`config.mk`:
```
export PLATFORM = sky130hd
export DESIGN_NAME = qc_parity_sequencer
export DESIGN_NICKNAME = d
export VERILOG_FILES = /design/src/rtl/qc_ldpc_pkg.sv /design/src/rtl/qc_parity_sequencer_cyclic_shift_reg.sv /design/src/rtl/qc_parity_sequencer.sv
export SDC_FILE = /design/constraint.sdc
export NUM_CORES = 1
export LEC_CHECK = 0
export CAP_MARGIN = 20
export CORE_ASPECT_RATIO = 1.75
export CORE_MARGIN = 5
export CORE_UTILIZATION = 30
export CTS_CLUSTER_DIAMETER = 200
export DETAILED_ROUTE_END_ITERATION = 8
export MAX_ROUTING_LAYER = met4
export SYNTH_ARGS = -nofsm -noshare
export SYNTH_HDL_FRONTEND = slang
export SYNTH_SLANG_ARGS = --single-unit
```
`constraint.sdc`:
```
create_clock -name clk -period 2.5 [get_ports clk]
set_input_delay 0.5 -clock clk [delete_from_list [all_inputs] [get_ports clk]]
set_output_delay 0.5 -clock clk [all_outputs]
set_load 0.05 [all_outputs]
```
`src/rtl/qc_ldpc_pkg.sv`:
```
`default_nettype none
// ---------------------------------------------------------------------------
// Module : qc_ldpc_pkg
// Shared sizing and sequencer state encoding for the QC-LDPC parity encoder.
// Rev    : 1.0
// ---------------------------------------------------------------------------
package qc_ldpc_pkg;

  localparam int Z           = 16;
  localparam int NUM_MSG_BLK = 4;

  typedef enum logic [2:0] {
    ST_IDLE     = 3'd0,
    ST_WAIT_MSG = 3'd1,
    ST_FETCH    = 3'd2,
    ST_SHIFT    = 3'd3,
    ST_DONE     = 3'd4
  } state_t;

endpackage
`default_nettype wire

```
`src/rtl/qc_parity_sequencer_cyclic_shift_reg.sv`:
```
`default_nettype none
// ---------------------------------------------------------------------------
// Module : cyclic_shift_reg
// Z-bit register that loads a circulant row and rotates it left by one.
// Rev    : 1.0
// ---------------------------------------------------------------------------
module cyclic_shift_reg #(
  parameter int Z = qc_ldpc_pkg::Z
) (
  input  logic         clk,
  input  logic         rst_n,
  input  logic         load,
  input  logic         shift_en,
  input  logic [Z-1:0] din,
  output logic [Z-1:0] dout
);

  logic [Z-1:0] r_row;

  always_ff @(posedge clk or negedge rst_n) begin
    if (!rst_n) begin
      r_row <= '0;
    end else if (load) begin
      r_row <= din;
    end else if (shift_en) begin
      r_row <= {r_row[Z-2:0], r_row[Z-1]};
    end
  end

  assign dout = r_row;

endmodule
`default_nettype wire

```
`src/rtl/qc_parity_sequencer.sv`:
```
`default_nettype none
// ---------------------------------------------------------------------------
// Module : qc_parity_sequencer
// Accumulates QC-LDPC parity by XORing rotated generator rows per message bit.
// Rev    : 1.0
// ---------------------------------------------------------------------------
module qc_parity_sequencer #(
  parameter int Z           = qc_ldpc_pkg::Z,
  parameter int NUM_MSG_BLK = qc_ldpc_pkg::NUM_MSG_BLK,
  parameter int ADDR_W      = (NUM_MSG_BLK > 1) ? $clog2(NUM_MSG_BLK) : 1
) (
  input  logic              clk,
  input  logic              rst_n,
  input  logic              start,
  input  logic [Z-1:0]      msg_blk,
  input  logic              msg_valid,
  output logic              msg_ready,
  output logic [ADDR_W-1:0] gen_addr,
  input  logic [Z-1:0]      gen_data,
  output logic [Z-1:0]      parity,
  output logic              parity_valid,
  output logic              busy
);

  import qc_ldpc_pkg::state_t;
  import qc_ldpc_pkg::ST_IDLE;
  import qc_ldpc_pkg::ST_WAIT_MSG;
  import qc_ldpc_pkg::ST_FETCH;
  import qc_ldpc_pkg::ST_SHIFT;
  import qc_ldpc_pkg::ST_DONE;

  localparam int CNT_W = (Z > 1) ? $clog2(Z) : 1;

  state_t            r_state;
  state_t            w_next;
  logic [Z-1:0]      r_parity;
  logic [Z-1:0]      r_msg;
  logic [CNT_W-1:0]  r_cnt;
  logic [ADDR_W-1:0] r_blk;
  logic              r_parity_valid;
  logic [Z-1:0]      w_sr_out;
  logic              w_cnt_last;
  logic              w_blk_last;

  assign w_cnt_last = (r_cnt == CNT_W'(Z - 1));
  assign w_blk_last = (r_blk == ADDR_W'(NUM_MSG_BLK - 1));

  cyclic_shift_reg #(
    .Z (Z)
  ) u_sr (
    .clk      (clk),
    .rst_n    (rst_n),
    .load     (r_state == ST_FETCH),
    .shift_en (r_state == ST_SHIFT),
    .din      (gen_data),
    .dout     (w_sr_out)
  );

  always_comb begin
    w_next = r_state;
    case (r_state)
      ST_IDLE:     if (start) w_next = ST_WAIT_MSG;
      ST_WAIT_MSG: if (msg_valid) w_next = ST_FETCH;
      ST_FETCH:    w_next = ST_SHIFT;
      ST_SHIFT:    if (w_cnt_last) w_next = w_blk_last ? ST_DONE : ST_WAIT_MSG;
      ST_DONE:     w_next = ST_IDLE;
      default:     w_next = ST_IDLE;
    endcase
  end

  always_ff @(posedge clk or negedge rst_n) begin
    if (!rst_n) begin
      r_state        <= ST_IDLE;
      r_parity       <= '0;
      r_msg          <= '0;
      r_cnt          <= '0;
      r_blk          <= '0;
      r_parity_valid <= 1'b0;
    end else begin
      r_state <= w_next;
      // Registered pulse: the parity word is already final while in DONE.
      r_parity_valid <= (r_state == ST_DONE);
      case (r_state)
        ST_IDLE: begin
          if (start) begin
            r_parity <= '0;
            r_blk    <= '0;
          end
        end
        ST_WAIT_MSG: begin
          if (msg_valid) r_msg <= msg_blk;
        end
        ST_FETCH: begin
          r_cnt <= '0;
        end
        ST_SHIFT: begin
          if (r_msg[r_cnt]) r_parity <= r_parity ^ w_sr_out;
          if (w_cnt_last) begin
            if (!w_blk_last) r_blk <= r_blk + 1'b1;
          end else begin
            r_cnt <= r_cnt + 1'b1;
          end
        end
        default: ;
      endcase
    end
  end

  assign msg_ready    = (r_state == ST_WAIT_MSG);
  assign busy         = (r_state != ST_IDLE);
  assign gen_addr     = r_blk;
  assign parity       = r_parity;
  assign parity_valid = r_parity_valid;

endmodule
`default_nettype wire

```
Word-level counts from Yosys, hierarchy flattened
Cells that the tools add are included.

Add/sub/neg operators: 2. Order comparisons: 1. Equality and inequality tests: 12. Multiplexer cells: 18. Bitwise gates (word level): 1. Reductions and logical operators: 9.

Operator list (count): two-way mux 16 bit (4); one-hot mux 16 bit (2 select lines) (1); bitwise XOR 16 bit (1); two-way mux 3 bit (4); != test 2 bit (second input constant) (6); one-hot mux 3 bit (4 select lines) (1); one-hot mux 4 bit (2 select lines) (1); == test 3 x 2 -> 1 bit (second input constant) (2); two-way mux 2 bit (3); AND reduction 3 bit (2); less-than comparator 4 x 5 -> 1 bit (second input constant) (1); adder 4 x 1 -> 4 bit (second input constant) (1); binary-select mux 1 bit (select 4 bit) (1); == test 4 bit (second input constant) (1); two-way mux 4 bit (1); one-hot mux 2 bit (2 select lines) (1); AND reduction 2 bit (2); AND reduction 4 bit (1); nonzero test 2 bit (2); == test 3 x 1 -> 1 bit (second input constant) (1); == test 3 bit (second input constant) (1); logical NOT 3 bit (1); nonzero test 3 bit (1); adder 2 x 1 -> 2 bit (second input constant) (1); 2 further kinds (2).

Register bits: 58. Word-level logic and storage cells: 50.

Longest topological paths before layout
Depth in word-level cells: 4. Gate-level depth with buffers: 9. Gate-level depth less buffers: 5.

Modules after synthesis
Synthesis repeated with hierarchy kept, for this count alone.

Cells, all modules: 254. Area total of the unflattened synthesis: 2896.5 sq um.

By module, submodules not included: qc_parity_sequencer (instances 1, cells an instance 185, area an instance 2152.1 sq um, seq. area each 1051.0 sq um); cyclic_shift_reg (instances 1, cells an instance 69, area an instance 744.5 sq um, seq. area each 400.4 sq um).

Least setup slack after synthesis
No wires, ideal clock.

Kind: reg-to-output. Start: register r_state[0]. End: output port msg_ready. Data arrival time: 2016 ps. Required time: 2000 ps. Setup slack: -16 ps. Cell stages (with the launch flop): 4. Buffers on the path: 2. Path through: dfrtp_1 -> buf_2 -> clkbuf_1 -> nor3b_1.

Word-level cells in the longest chain between the ends: 1.

RTL lines: start, declared (line qc_parity_sequencer.sv:34) `state_t r_state;`; start signal, assigned (line qc_parity_sequencer.sv:80) `r_state <= w_next;`; == test 3 x 1 -> 1 bit (line qc_parity_sequencer.sv:109) `assign msg_ready = (r_state == ST_WAIT_MSG);`; end, declared (line qc_parity_sequencer.sv:17) `output logic msg_ready,`.

Every way passes these cells.

Worst setup path after layout
Start: register r_blk[0] (netlist: gen_addr[0]). End: output port gen_addr[0].

RTL lines: start, declared (line qc_parity_sequencer.sv:39) `logic [ADDR_W-1:0] r_blk;`; start signal, assigned (line qc_parity_sequencer.sv:99) `if (!w_blk_last) r_blk <= r_blk + 1'b1;`; end, declared (line qc_parity_sequencer.sv:18) `output logic [ADDR_W-1:0] gen_addr,`.

No word-level cell between the ends.

==> qor.csv <==
stage;metric;value;unit
timing;final.min_clock_period;2080;ps
global_routing;grt_remaining_overflow;0;
job;maximum_capacitance_violations;0;
cts;clock-sinks;58;
routing;route.detailed.vias_per_inst;4.87;
cts;cts_hold_repair.buffers;0;
routing;route.detailed.wl_per_inst;15.3;um
cts;cts_tree;done;
finish;num-nets-final;363;
finish;post-route-cell-area;3930;um2
worst_setup_path;worstSetupEndpointType;output pin;
placed_design;placed_cell_area;3620;um2
routing;drt-initial-drc-count;67;
yosys;mappedNetlistNets;305;
finish;layout_commonest_cell;dfrtp_1;
timing;finalSetupViolations;0;
placed_design;gpl.final_weighted_congestion;0.810;
yosys;synth_flop_cell;dfrtp_1;
yosys;flip_flop_and_latch_count_after_synthesis;58;
status;run_status;complete, no violations;
yosys;synth-async-reset-ratio;100;%
power;power_density;1440;nW/um2
routing;totalWireLength;6.92;mm
yosys;yosysTopAreaCellShare;49.6;%
timing;timing.slew.headroom;54.7;%
power;power_switching_share;38.9;%
timing;rsz0062_at_grt;false;
routing;detail_route.first_pass.iterations;4;
floorplanning;floorplan.initialDensity;30.7;%
worst_setup_path;critical_path_buf_inv_count;1;
timing;worst-slew-pin-transition;679;ps
finish;utilization;41.2;%
power;share_seq_of_total_power;31.9;%
global_routing;grt_first_pass_wirelength;11.6;mm
worst_setup_path;timing.critical_path.cells;clkdlybuf4s50_1;
finish;drive_above_1_share;15.2;%
timing;timing_hold_violations_final;0;
global_routing;grt_max_degree;36;
floorplanning;core_region_area;9530;um2
yosys;synth_cells;267;
floorplanning;die_width;84.7;um
hold_path;worstHoldPathType;primary input to async pin;
yosys;seq_total_area_yosys;49.6;%
power;power_switching;2.20;mW
timing;clock-skew-final;4.90;ps
worst_setup_path;critical_path_arrival;1580;ps
placed_design;half_perimeter_wire_length_after_detailed_placement;4.90;mm
finish;layoutNonFillerInstCount;451;
power;power.share.combinational;46.1;%
cts;worst_skew_pair.late_latency;330;ps
cts;htree_levels;3;
power;p_leak;1.81;nW
global_routing;grt_use_total;12.8;%
timing;finalWorstSetupSlack;423;ps
cts;number_of_buffers_created_by_cts;9;
worst_setup_path;timing.critical_path.slowest_stage_cell;clkdlybuf4s50_1;
floorplanning;io_pins;57;
timing;report.final.slew_viol_count;0;
cts;clk_pin_slew;50;ps
worst_setup_path;slowest_delay;830;ps
placed_design;minimum_setup_slack_after_placement;425;ps
finish;syn_to_final_growth;34.2;%
cts;cts_max_path_buffers;2;
global_routing;antenna_found_initial;0;
placed_design;numPortBuffers;56;
yosys;edff_count_synth;0;
power;post-layout-total-power;5.67;mW
yosys;netlist_area;2930;um2
cts;post-cts-setup-buffers;0;
worst_setup_path;critPathTopFamily;buffers and inverters;
worst_setup_path;critical_path_class;flip-flop to output pin;
power;cell_internal_power;3.47;mW
yosys;cell_variety_after_synth;31;
power;vdd_drop_max;0.520;mV
routing;route.detailed.drc;0;
worst_setup_path;critical_path.max_fanout;4;
global_routing;grt_pass1_vias;2359;
cts;ctsRootBufferMaster;clkbuf_16;
yosys;synthesis.area_per_instance;11.0;um2
finish;antenna-diode-count;0;
yosys;synthesis.yosys.warnings;0;
cts;ctsResizeCount;0;
timing;post-route-period-util;83.1;%
floorplanning;fp.dieArea;11900;um2
floorplanning;die_h;141;um
yosys;top_cells_by_area_in_the_synthesized_netlist;dfrtp_1, nand2b_1, mux2_2, mux2i_1, a22oi_1;
routing;drt.antenna.violating_nets;0;
worst_setup_path;required;2000;ps
floorplanning;placement_rows;47;
worst_setup_path;critical_path.startpoint_type;flip-flop;
routing;via_count;2195;
yosys;synth_largest_area_cell;dfrtp_1;
timing;fmax;0.481;GHz
placed_design;post-place-cells;436;
finish;commonest_cells_after_routing_fill_and_taps_aside;dfrtp_1, clkdlybuf4s50_1, nand2b_1;
timing;final.setup.tns;0;ps
timing;finalHoldWorstSlack;215;ps
power;clock_power_share;22.0;%
==> sequential cells by signal, indices dropped and copies added, names as in the netlist <==
signal	flops
gen_addr	2
parity	16
parity_valid	1
r_cnt	4
r_msg	16
r_state	3
u_sr.dout	16
==> final timing paths <==
| kind | start | end | slack (ps) | cells after the start |
|---|---|---|---|---|
| max | gen_addr[0]$_DFFE_PN0P_ | gen_addr[0] | 420 | 1 |
| min | rst_n | parity[12]$_DFFE_PN0P_ | 210 | 1 |
| max reg2reg | r_cnt[0]$_DFFE_PN0P_ | parity[13]$_DFFE_PN0P_ | 430 | 6 |
| min reg2reg | r_msg[14]$_DFFE_PN0P_ | r_msg[14]$_DFFE_PN0P_ | 510 | 1 |
| max in group asynchronous | rst_n | u_sr.dout[6]$_DFFE_PN0P_ | 1580 | 2 |
| min in group clk | r_msg[14]$_DFFE_PN0P_ | r_msg[14]$_DFFE_PN0P_ | 510 | 1 |
==> power by group through the flow <==
| stage | Clock (mW) | Sequential (mW) | Combinational, mW |
|---|---|---|---|
| CTS | 1.28 | 1.82 | 2.66 |
| global placement | 0 | 1.81 | 2.59 |
| finish | 1.25 | 1.81 | 2.61 |
| global route | 1.31 | 1.89 | 2.87 |
| floorplan | 0 | 2.08 | 1.71 |
| detailed placement | 0 | 1.83 | 2.65 |
==> synthesized netlist by cell type, drive strengths merged (5+ instances only) <==
cell and instances:
nand3 5, clkbuf 8, nor2 7, nand2b 34, a21o 16, nand2 23, a22oi 17, o21ai 21
buf 10, dfrtp 58, mux2i 20, mux2 18
==> kinds of logic after synthesis <==
group,share of synthesized area [%]
AO/OA/AOI/OAI,15.0
AND/OR/NAND/NOR,15.2
buffers and inverters,4.02
multiplexers,15.4
adder cells (fa/ha/maj),0.855
flip-flops,49.6
==> per-layer routing <==
| layer | vias up | share of wire, % | track usage, % |
|---|---|---|---|
| li1 | 1065 | - | - |
| met1 | 1068 | 38 | 13.7 |
| met2 | 52 | 55 | 22.2 |
| met3 | 10 | 4.9 | 3.56 |
| met4 | 0 | 1.7 | 5.00 |
| met5 | - | 0 | - |
==> area by class of cell <==
type | instances | area, um2
clock buffer | 13 | 270
clock inverter | 2 | 35.0
fill | 946 | 5600
inverter | 2 | 7.51
multi-input combinational | 189 | 1370
sequential | 58 | 1450
tap | 122 | 153
timing repair buffer | 65 | 643
Note: power is estimated with default switching activity, not from simulation.
